[src/rtl/pwm_pkg.sv]
// Shared definitions for the PWM receive path: decoder FSM states, default
// period/timeout and the duty width used by the fan generator and decoder.
package pwm_pkg;

    typedef enum logic [1:0] {
        S_WAIT,
        S_MEAS,
        S_STUCK
    } pwm_dec_state_t;

    localparam int PWM_PERIOD_DEFAULT  = 256;
    localparam int PWM_TIMEOUT_DEFAULT = 512;
    localparam int PWM_DUTY_W          = 8;

    // High counts beyond the duty range only appear on overlong periods.
    function automatic logic [PWM_DUTY_W-1:0] clamp_duty(input logic [31:0] v);
        return (v > 32'd255) ? '1 : v[PWM_DUTY_W-1:0];
    endfunction

endpackage

[src/rtl/pwm_in_sync.sv]
// PWM input conditioning: optional two-flop synchronizer (PWM_DEC_SYNC_EN),
// sample register s, previous-sample register p and rising-edge detect.
module pwm_in_sync (
    input  logic clk,
    input  logic arst,
    input  logic din,
    output logic s,
    output logic rise
);

    logic d;
    logic p;

`ifdef PWM_DEC_SYNC_EN
    logic [1:0] meta;

    always_ff @(posedge clk or negedge arst) begin
        if (!arst) meta <= '0;
        else       meta <= {meta[0], din};
    end

    assign d = meta[1];
`else
    assign d = din;
`endif

    always_ff @(posedge clk or negedge arst) begin
        if (!arst) begin
            s <= 1'b0;
            p <= 1'b0;
        end else begin
            s <= d;
            p <= s;
        end
    end

    assign rise = s & ~p;

endmodule

[src/rtl/pwm_duty_decoder.sv]
// Recovers the 8-bit duty from a PWM stream by measuring high time and period
// between rising edges; flags period mismatch and stuck lines. PWM_DEC_SYNC_EN adds an input synchronizer.
module pwm_duty_decoder
    import pwm_pkg::*;
#(
    parameter int PERIOD  = PWM_PERIOD_DEFAULT,
    parameter int TIMEOUT = PWM_TIMEOUT_DEFAULT
) (
    input  logic                  clk,
    input  logic                  arst,
    input  logic                  pwm_data,
    output logic [PWM_DUTY_W-1:0] speed,
    output logic                  speed_valid,
    output logic                  period_err,
    output logic                  stuck
);

    localparam int             CW        = $clog2(TIMEOUT + 1);
    localparam logic [CW-1:0]  PERIOD_C  = CW'(PERIOD);
    localparam logic [CW-1:0]  TIMEOUT_C = CW'(TIMEOUT);
    localparam logic [CW-1:0]  ONE_C     = CW'(1);

    logic s;
    logic rise;

    pwm_in_sync u_in (
        .clk  (clk),
        .arst (arst),
        .din  (pwm_data),
        .s    (s),
        .rise (rise)
    );

    pwm_dec_state_t        state, state_nx;
    logic [CW-1:0]         period_cnt, period_nx;
    logic [CW-1:0]         high_cnt, high_nx;
    logic [PWM_DUTY_W-1:0] speed_nx;
    logic                  valid_nx, err_nx, stuck_nx;

    always_ff @(posedge clk or negedge arst) begin
        if (!arst) begin
            state       <= S_WAIT;
            period_cnt  <= '0;
            high_cnt    <= '0;
            speed       <= '0;
            speed_valid <= 1'b0;
            period_err  <= 1'b0;
            stuck       <= 1'b0;
        end else begin
            state       <= state_nx;
            period_cnt  <= period_nx;
            high_cnt    <= high_nx;
            speed       <= speed_nx;
            speed_valid <= valid_nx;
            period_err  <= err_nx;
            stuck       <= stuck_nx;
        end
    end

    always_comb begin
        state_nx  = state;
        period_nx = period_cnt;
        high_nx   = high_cnt;
        speed_nx  = speed;
        valid_nx  = 1'b0;
        err_nx    = 1'b0;
        stuck_nx  = stuck;
        case (state)
            S_WAIT: begin
                if (rise) begin
                    period_nx = ONE_C;
                    high_nx   = ONE_C;
                    state_nx  = S_MEAS;
                end else if (period_cnt == TIMEOUT_C) begin
                    state_nx = S_STUCK;
                    stuck_nx = 1'b1;
                    speed_nx = s ? '1 : '0;
                    valid_nx = 1'b1;
                end else begin
                    period_nx = period_cnt + ONE_C;
                end
            end
            S_MEAS: begin
                // A rise on the timeout cycle still closes the period (as a mismatch).
                if (rise) begin
                    if (period_cnt == PERIOD_C) begin
                        speed_nx = clamp_duty(32'(high_cnt));
                        valid_nx = 1'b1;
                    end else begin
                        err_nx = 1'b1;
                    end
                    period_nx = ONE_C;
                    high_nx   = ONE_C;
                end else if (period_cnt == TIMEOUT_C) begin
                    state_nx = S_STUCK;
                    stuck_nx = 1'b1;
                    speed_nx = s ? '1 : '0;
                    valid_nx = 1'b1;
                end else begin
                    period_nx = period_cnt + ONE_C;
                    if (s && high_cnt != TIMEOUT_C) high_nx = high_cnt + ONE_C;
                end
            end
            S_STUCK: begin
                if (rise) begin
                    stuck_nx  = 1'b0;
                    period_nx = ONE_C;
                    high_nx   = ONE_C;
                    state_nx  = S_MEAS;
                end
            end
            default: state_nx = S_WAIT;
        endcase
    end

endmodule

[config.mk]
export PLATFORM = sky130hd
export DESIGN_NAME = pwm_duty_decoder
export DESIGN_NICKNAME = d
export VERILOG_FILES = /design/src/rtl/pwm_pkg.sv /design/src/rtl/pwm_in_sync.sv /design/src/rtl/pwm_duty_decoder.sv
export SDC_FILE = /design/constraint.sdc
export NUM_CORES = 1
export LEC_CHECK = 0
export CORE_ASPECT_RATIO = 0.6
export CORE_MARGIN = 4
export CORE_UTILIZATION = 33
export DETAILED_ROUTE_END_ITERATION = 10
export HOLD_SLACK_MARGIN = 0.02
export PLACE_DENSITY_LB_ADDON = 0.2
export SYNTH_ARGS = -nofsm -noshare
export SYNTH_HDL_FRONTEND = slang
export SYNTH_SLANG_ARGS = --single-unit
[constraint.sdc]
create_clock -name clk -period 2.5 [get_ports clk]
set_input_delay 0.25 -clock clk [delete_from_list [all_inputs] [get_ports clk]]
set_output_delay 0.25 -clock clk [all_outputs]
set_load 0.05 [all_outputs]
Yosys cells after proc, flatten, opt, wreduce, memory -nomap -nowiden
Cells that the tools add are included.
{ "word_totals": {"register_bits": 35, "wordCells": 73, "in_bits": 3} }
{ "classes": {"n_addsub": 2, "magnitude_cmp": 1, "n_bitwise": 2, "mux": 32, "n_reduce_logical": 12, "n_eq_ne": 15} }
{ "op_table": {"columns": ["operator", "count"], "rows": [
  ["two-way mux 10 bit", 6],
  ["two-way mux 8 bit", 6],
  ["case mux 10 bit (2 select lines)", 2],
  ["adder 10 x 1 -> 10 bit, second input constant", 2],
  ["case mux 8 bit (2 select lines)", 1],
  ["!= test 3 bit, second input constant", 4],
  ["== test 10 bit, second input constant", 1],
  ["== test 10 x 9 -> 1 bit, second input constant", 1],
  ["greater-than comparator 10 x 8 -> 1 bit, second input constant", 1],
  ["two-way mux 1 bit", 10],
  ["!= test 10 bit, second input constant", 1],
  ["two-way mux 2 bit", 4],
  ["!= test 2 bit, second input constant", 4],
  ["AND reduction 4 bit", 2],
  ["case mux 2 bit (3 select lines)", 1],
  ["AND reduction 3 bit", 2],
  ["nonzero test 2 bit", 3],
  ["!= test 2 x 1 -> 1 bit, second input constant", 2],
  ["case mux 1 bit (2 select lines)", 2],
  ["OR reduction 2 bit", 2],
  ["== test 2 x 1 -> 1 bit, second input constant", 1],
  ["== test 2 bit, second input constant", 1],
  ["zero test 2 bit", 1],
  ["AND reduction 2 bit", 1],
  ["other kinds (3)", 3]
]} }

Longest topological paths before layout
{ "depth": {"ltp_word": 6, "depth_mapped": 7} }

By module
From an unflattened synthesis, not the netlist that was laid out.
{ "hier_totals": {"cells_unflattened": 182, "hier_area_um2": 1813.0} }
{ "by_module_without_submodules": {"columns": ["module", "instances", "area_per_inst_um2", "cells_each"], "rows": [
  ["pwm_duty_decoder", 1, 1749.2, 179],
  ["pwm_in_sync", 1, 63.8, 3]
]} }

Worst setup path before layout
Ideal clock, no wire load.
{ "synth_timing": {"path_kind": "flip-flop to flip-flop", "start": "register period_cnt[0]", "end": "register high_cnt[0]", "arrival_time_ns": 1.861, "path_slack_ns": 0.515, "path_buffers": 1, "stages_incl_launch_ff": 8, "required_time_ns": 2.375, "path_cell_list": "dfrtp_1 -> inv_1 -> ha_1 -> nor3b_1 -> and4_1 -> buf_4 -> nor3_1 -> mux2_2"} }
{ "synth_via": {"elab_chain_cells": 3} }
{ "synth_lines": {"columns": ["item", "line", "text"], "rows": [
  ["start, declared", "pwm_duty_decoder.sv:35", "logic [CW-1:0] period_cnt, period_nx;"],
  ["start signal, assigned", "pwm_duty_decoder.sv:51", "period_cnt <= period_nx;"],
  ["== test 10 bit", "pwm_duty_decoder.sv:94", "end else if (period_cnt == TIMEOUT_C) begin"],
  ["!= test 3 bit (no source line)", null, null],
  ["AND reduction 4 bit (no source line)", null, null],
  ["end signal, assigned", "pwm_duty_decoder.sv:52", "high_cnt <= high_nx;"],
  ["end, declared", "pwm_duty_decoder.sv:36", "logic [CW-1:0] high_cnt, high_nx;"]
]} }
No other way between the ends.
A chain may end at the register's enable or synchronous reset.

Worst setup path in the final report
{ "layout_timing": {"start": "register period_cnt[0]", "end": "register speed[7]"} }
{ "layout_via": {"elab_chain_cells": 4} }
{ "layout_lines": {"columns": ["item", "line", "text"], "rows": [
  ["== test 10 bit", "pwm_duty_decoder.sv:74, pwm_duty_decoder.sv:94", null],
  ["two-way mux 8 bit", null, null],
  ["two-way mux 8 bit, on equally long branches", null, null],
  ["case mux 8 bit (2 select lines)", null, null],
  ["end signal, assigned", "pwm_duty_decoder.sv:53", "speed <= speed_nx;"],
  ["end, declared", "pwm_duty_decoder.sv:12", "output logic [PWM_DUTY_W-1:0] speed,"]
]} }
Several ways; a longest one is shown, not always the timed one. The select of a mux whose other input is x is not followed.

==> impl_metrics.env <==
export IMPL_vias_per_cell=5.601
export IMPL_grt_start_max_net_pins=36
export IMPL_worst_setup_path_start_kind="flop"
export IMPL_core_util_final_pct=40.76
export IMPL_post_route_worst_setup_slack_ns=0.3252
export IMPL_ir_drop_mv=0.2066
export IMPL_die_area_mm2=0.007438
export IMPL_leak_nw=0.9524
export IMPL_power_density_mw_per_mm2=649.2
export IMPL_worst_ep_required_time_ns=2.67
export IMPL_finalCritPeriodShare_pct=86.99
export IMPL_final_min_clock_period_ns=2.175
export IMPL_synth_cell_type_count=50
export IMPL_timing_slew_headroom_pct=39.36
export IMPL_highest_net_fanout_along_the_worst_path=8
export IMPL_post_cts_repair_setup_buffers=0
export IMPL_hpwl_um=3550
export IMPL_cts_buffers_inserted=5
export IMPL_worst_hold_path_type="primary input to asynchronous set/reset pin"
export IMPL_hold_buffers=0
export IMPL_finalNetCount=224
export IMPL_postRouteAntennaNets=0
export IMPL_yosys_area_top_type="sky130_fd_sc_hd__dfrtp_1"
export IMPL_clock_latency_ns=0.29
export IMPL_vias=1669
export IMPL_worst_r2r_cell_count=6
export IMPL_cts_tree="done"
export IMPL_clockBufferDepth=2
export IMPL_final_hold_viol_count=0
export IMPL_crit_path_start="period_cnt[0]"
export IMPL_mostFrequentLayoutCell="sky130_fd_sc_hd__dfrtp_1"
export IMPL_detailedRoute_firstPassIterationCount=4
export IMPL_cp_arrival_ns=2.35
export IMPL_number_of_global_route_vias_before_repair=1514
export IMPL_worst_setup_path_type="flop to flop"
export IMPL_mappedNetlistNets=209
export IMPL_root_buffer="sky130_fd_sc_hd__clkbuf_8"
export IMPL_mostFrequentLayoutCells="sky130_fd_sc_hd__dfrtp_1 (35), sky130_fd_sc_hd__o31ai_1 (12), sky130_fd_sc_hd__clkdlybuf4s50_1 (12), sky130_fd_sc_hd__o21ai_0 (10)"
export IMPL_grt_overflow_total=0
export IMPL_r2r_slack_ns=0.33
export IMPL_initial_util_pct=35.06
export IMPL_routed_wire_length_per_instance_um=16.60
export IMPL_setup_violations=0
export IMPL_clk_transition_reported_paths_ns=0.08
export IMPL_totalWireLength_um=4948
export IMPL_postSynthRegisterBits=35
export IMPL_number_of_antenna_diodes=0
export IMPL_chipHeight_um=68.43
export IMPL_antenna_found_initial=0
export IMPL_synth_seq_area_share_pct=43.61
export IMPL_synth_avg_cell_area_um2=9.941
export IMPL_synthesis_instances=202
export IMPL_grt_first_pass_wirelength_um=8224
export IMPL_yosysWarnings=0
export IMPL_setup_worst_path_end_class="flop"
export IMPL_core_mm2=0.005728
export IMPL_ctsResizeCount=0
export IMPL_worst_max_slew_pin_slew_ns=0.9096
export IMPL_std_cell_rows=21
export IMPL_netlist_area_leader_share_pct=43.61
export IMPL_run_status="finished clean"
export IMPL_top_level_ports=14
export IMPL_drt_iter0_drc=200
export IMPL_max_clock_freq_mhz=459.8
export IMPL_syn_cell_area_mm2=0.002008
export IMPL_critical_path_reg2reg_startpoint="period_cnt[0]"
export IMPL_fin_worst_skew_ns=0.007403
export IMPL_setup_repair_after_global_routing_missed_its_margin="no"
export IMPL_fillerInstances=570
export IMPL_die_w_um=108.7
export IMPL_clock_sink_count=35
export IMPL_max_cap_violations=0
export IMPL_port_buffers=13
export IMPL_place_worst_setup_slack_ns=0.3728
export IMPL_count_of_final_max_slew_check_failures=0
export IMPL_sum_neg_setup_slack_ns=0
export IMPL_post_route_drc_count=0
export IMPL_clock_tree_htree_level_count=2
export IMPL_area_grow_syn2layout_pct=16.26
export IMPL_gp_congestion=0.8012
export IMPL_drive_above_1_share_pct=12.84
export IMPL_grt_usage_pct=14.77
export IMPL_leading_cell_types_by_total_area_after_synthesis="sky130_fd_sc_hd__dfrtp_1 (44%), sky130_fd_sc_hd__o31ai_1 (4.5%), sky130_fd_sc_hd__a2bb2oi_1 (3.5%), sky130_fd_sc_hd__ha_1 (2.5%), sky130_fd_sc_hd__nand4_1 (2.5%)"
==> power breakdown <==
part,internal [W],switching [W]
logic,0.000119,0.000157
clock network,0.000297,0.000227
registers,0.000622,0.0000938
==> sequential cells by signal (all words and copies together), names as in the netlist <==
signal,flops
high_cnt,10
period_cnt,10
speed,8
state,2
period_err,1
speed_valid,1
stuck,1
u_in.p,1
u_in.s,1
==> cell families after synthesis <==
logic type,after synthesis,share of synthesized area (%)
adders and majority gates,4,2.492
DFF,35,43.61
and+or+nand+nor,73,23.68
muxes,5,2.617
xor gates and xnor gates,1,0.4362
buffers and inverters,21,5.234
AOI/OAI and AO/OA,63,21.93
==> cell type report <==
cell class	instances	area (um2)	share of cell area [%]
clock buffer	5	68.82	2.947
clock inverter	3	43.79	1.876
multi-input combinational	146	1027	44.00
tap	80	100.1	4.287
timing repair buffer	22	192.7	8.253
sequential	35	875.8	37.51
inverter	7	26.28	1.125
==> through the flow <==
| stage | hold WS (ns) | cells | instance area [um2] | total power, W |
|---|---|---|---|---|
| floorplan | -0.04559 | 202 | 2008 | 0.0009106 |
| finish | 0.07519 | 298 | 2335 | 0.001516 |
| detailed placement | 0.4259 | 290 | 2222 | 0.0009948 |
| global route | 0.1519 | 298 | 2335 | 0.001602 |
| global placement | 0.4295 | 290 | 2222 | 0.001001 |
| CTS | 0.1043 | 298 | 2335 | 0.001527 |
==> cell usage after synthesis, drive strengths merged <==
master   number
a2111oi       1
o211a         1
a211oi        2
or4           6
o21ai        18
nand4         8
or3b          2
o31ai        12
o41ai         3
dfrtp        35
nor3          4
nor4bb        1
inv           7
or2           1
a22oi         1
ha            4
a2bb2oi       8
a311oi        5
o311a         1
mux2          2
nand2        10
a22o          1
nor2          6
and2          2
nand2b        5
o22ai         1
buf          10
a21oi         7
nor4          2
and3          6
nor3b         2
a31oi         2
nand3         8
clkbuf        4
and4          3
xnor2         1
nor4b         2
nor2b         4
or3           1
mux2i         3
==> path summary, 6_finish.rpt <==
path                            end
max reg2reg                speed[7]
min reg2reg                  u_in.p
max                        speed[7]
min in group clk             u_in.s
min                        speed[7]
max in group asynchronous  state[1]
==> routing by layer <==
| layer | track usage, % | wire (um) | vias up |
|---|---|---|---|
| met5 | 0 | 0 | - |
| met4 | 3.622 | 17 | 0 |
| met3 | 3.959 | 444 | 4 |
| met2 | 16.54 | 1690 | 58 |
| met1 | 25.36 | 2794 | 801 |
| li1 | - | - | 806 |
==> worst max-delay path, cell delays in order (launching register included) <==
cell                        delay [ns]
sky130_fd_sc_hd__dfrtp_1          0.42
sky130_fd_sc_hd__inv_1            0.11
sky130_fd_sc_hd__ha_1             0.17
sky130_fd_sc_hd__or3b_2           0.49
sky130_fd_sc_hd__or4_1            0.61
sky130_fd_sc_hd__o21ai_1          0.16
sky130_fd_sc_hd__a2bb2oi_1        0.09
No activity file was read; power rests on OpenSTA's default activity.
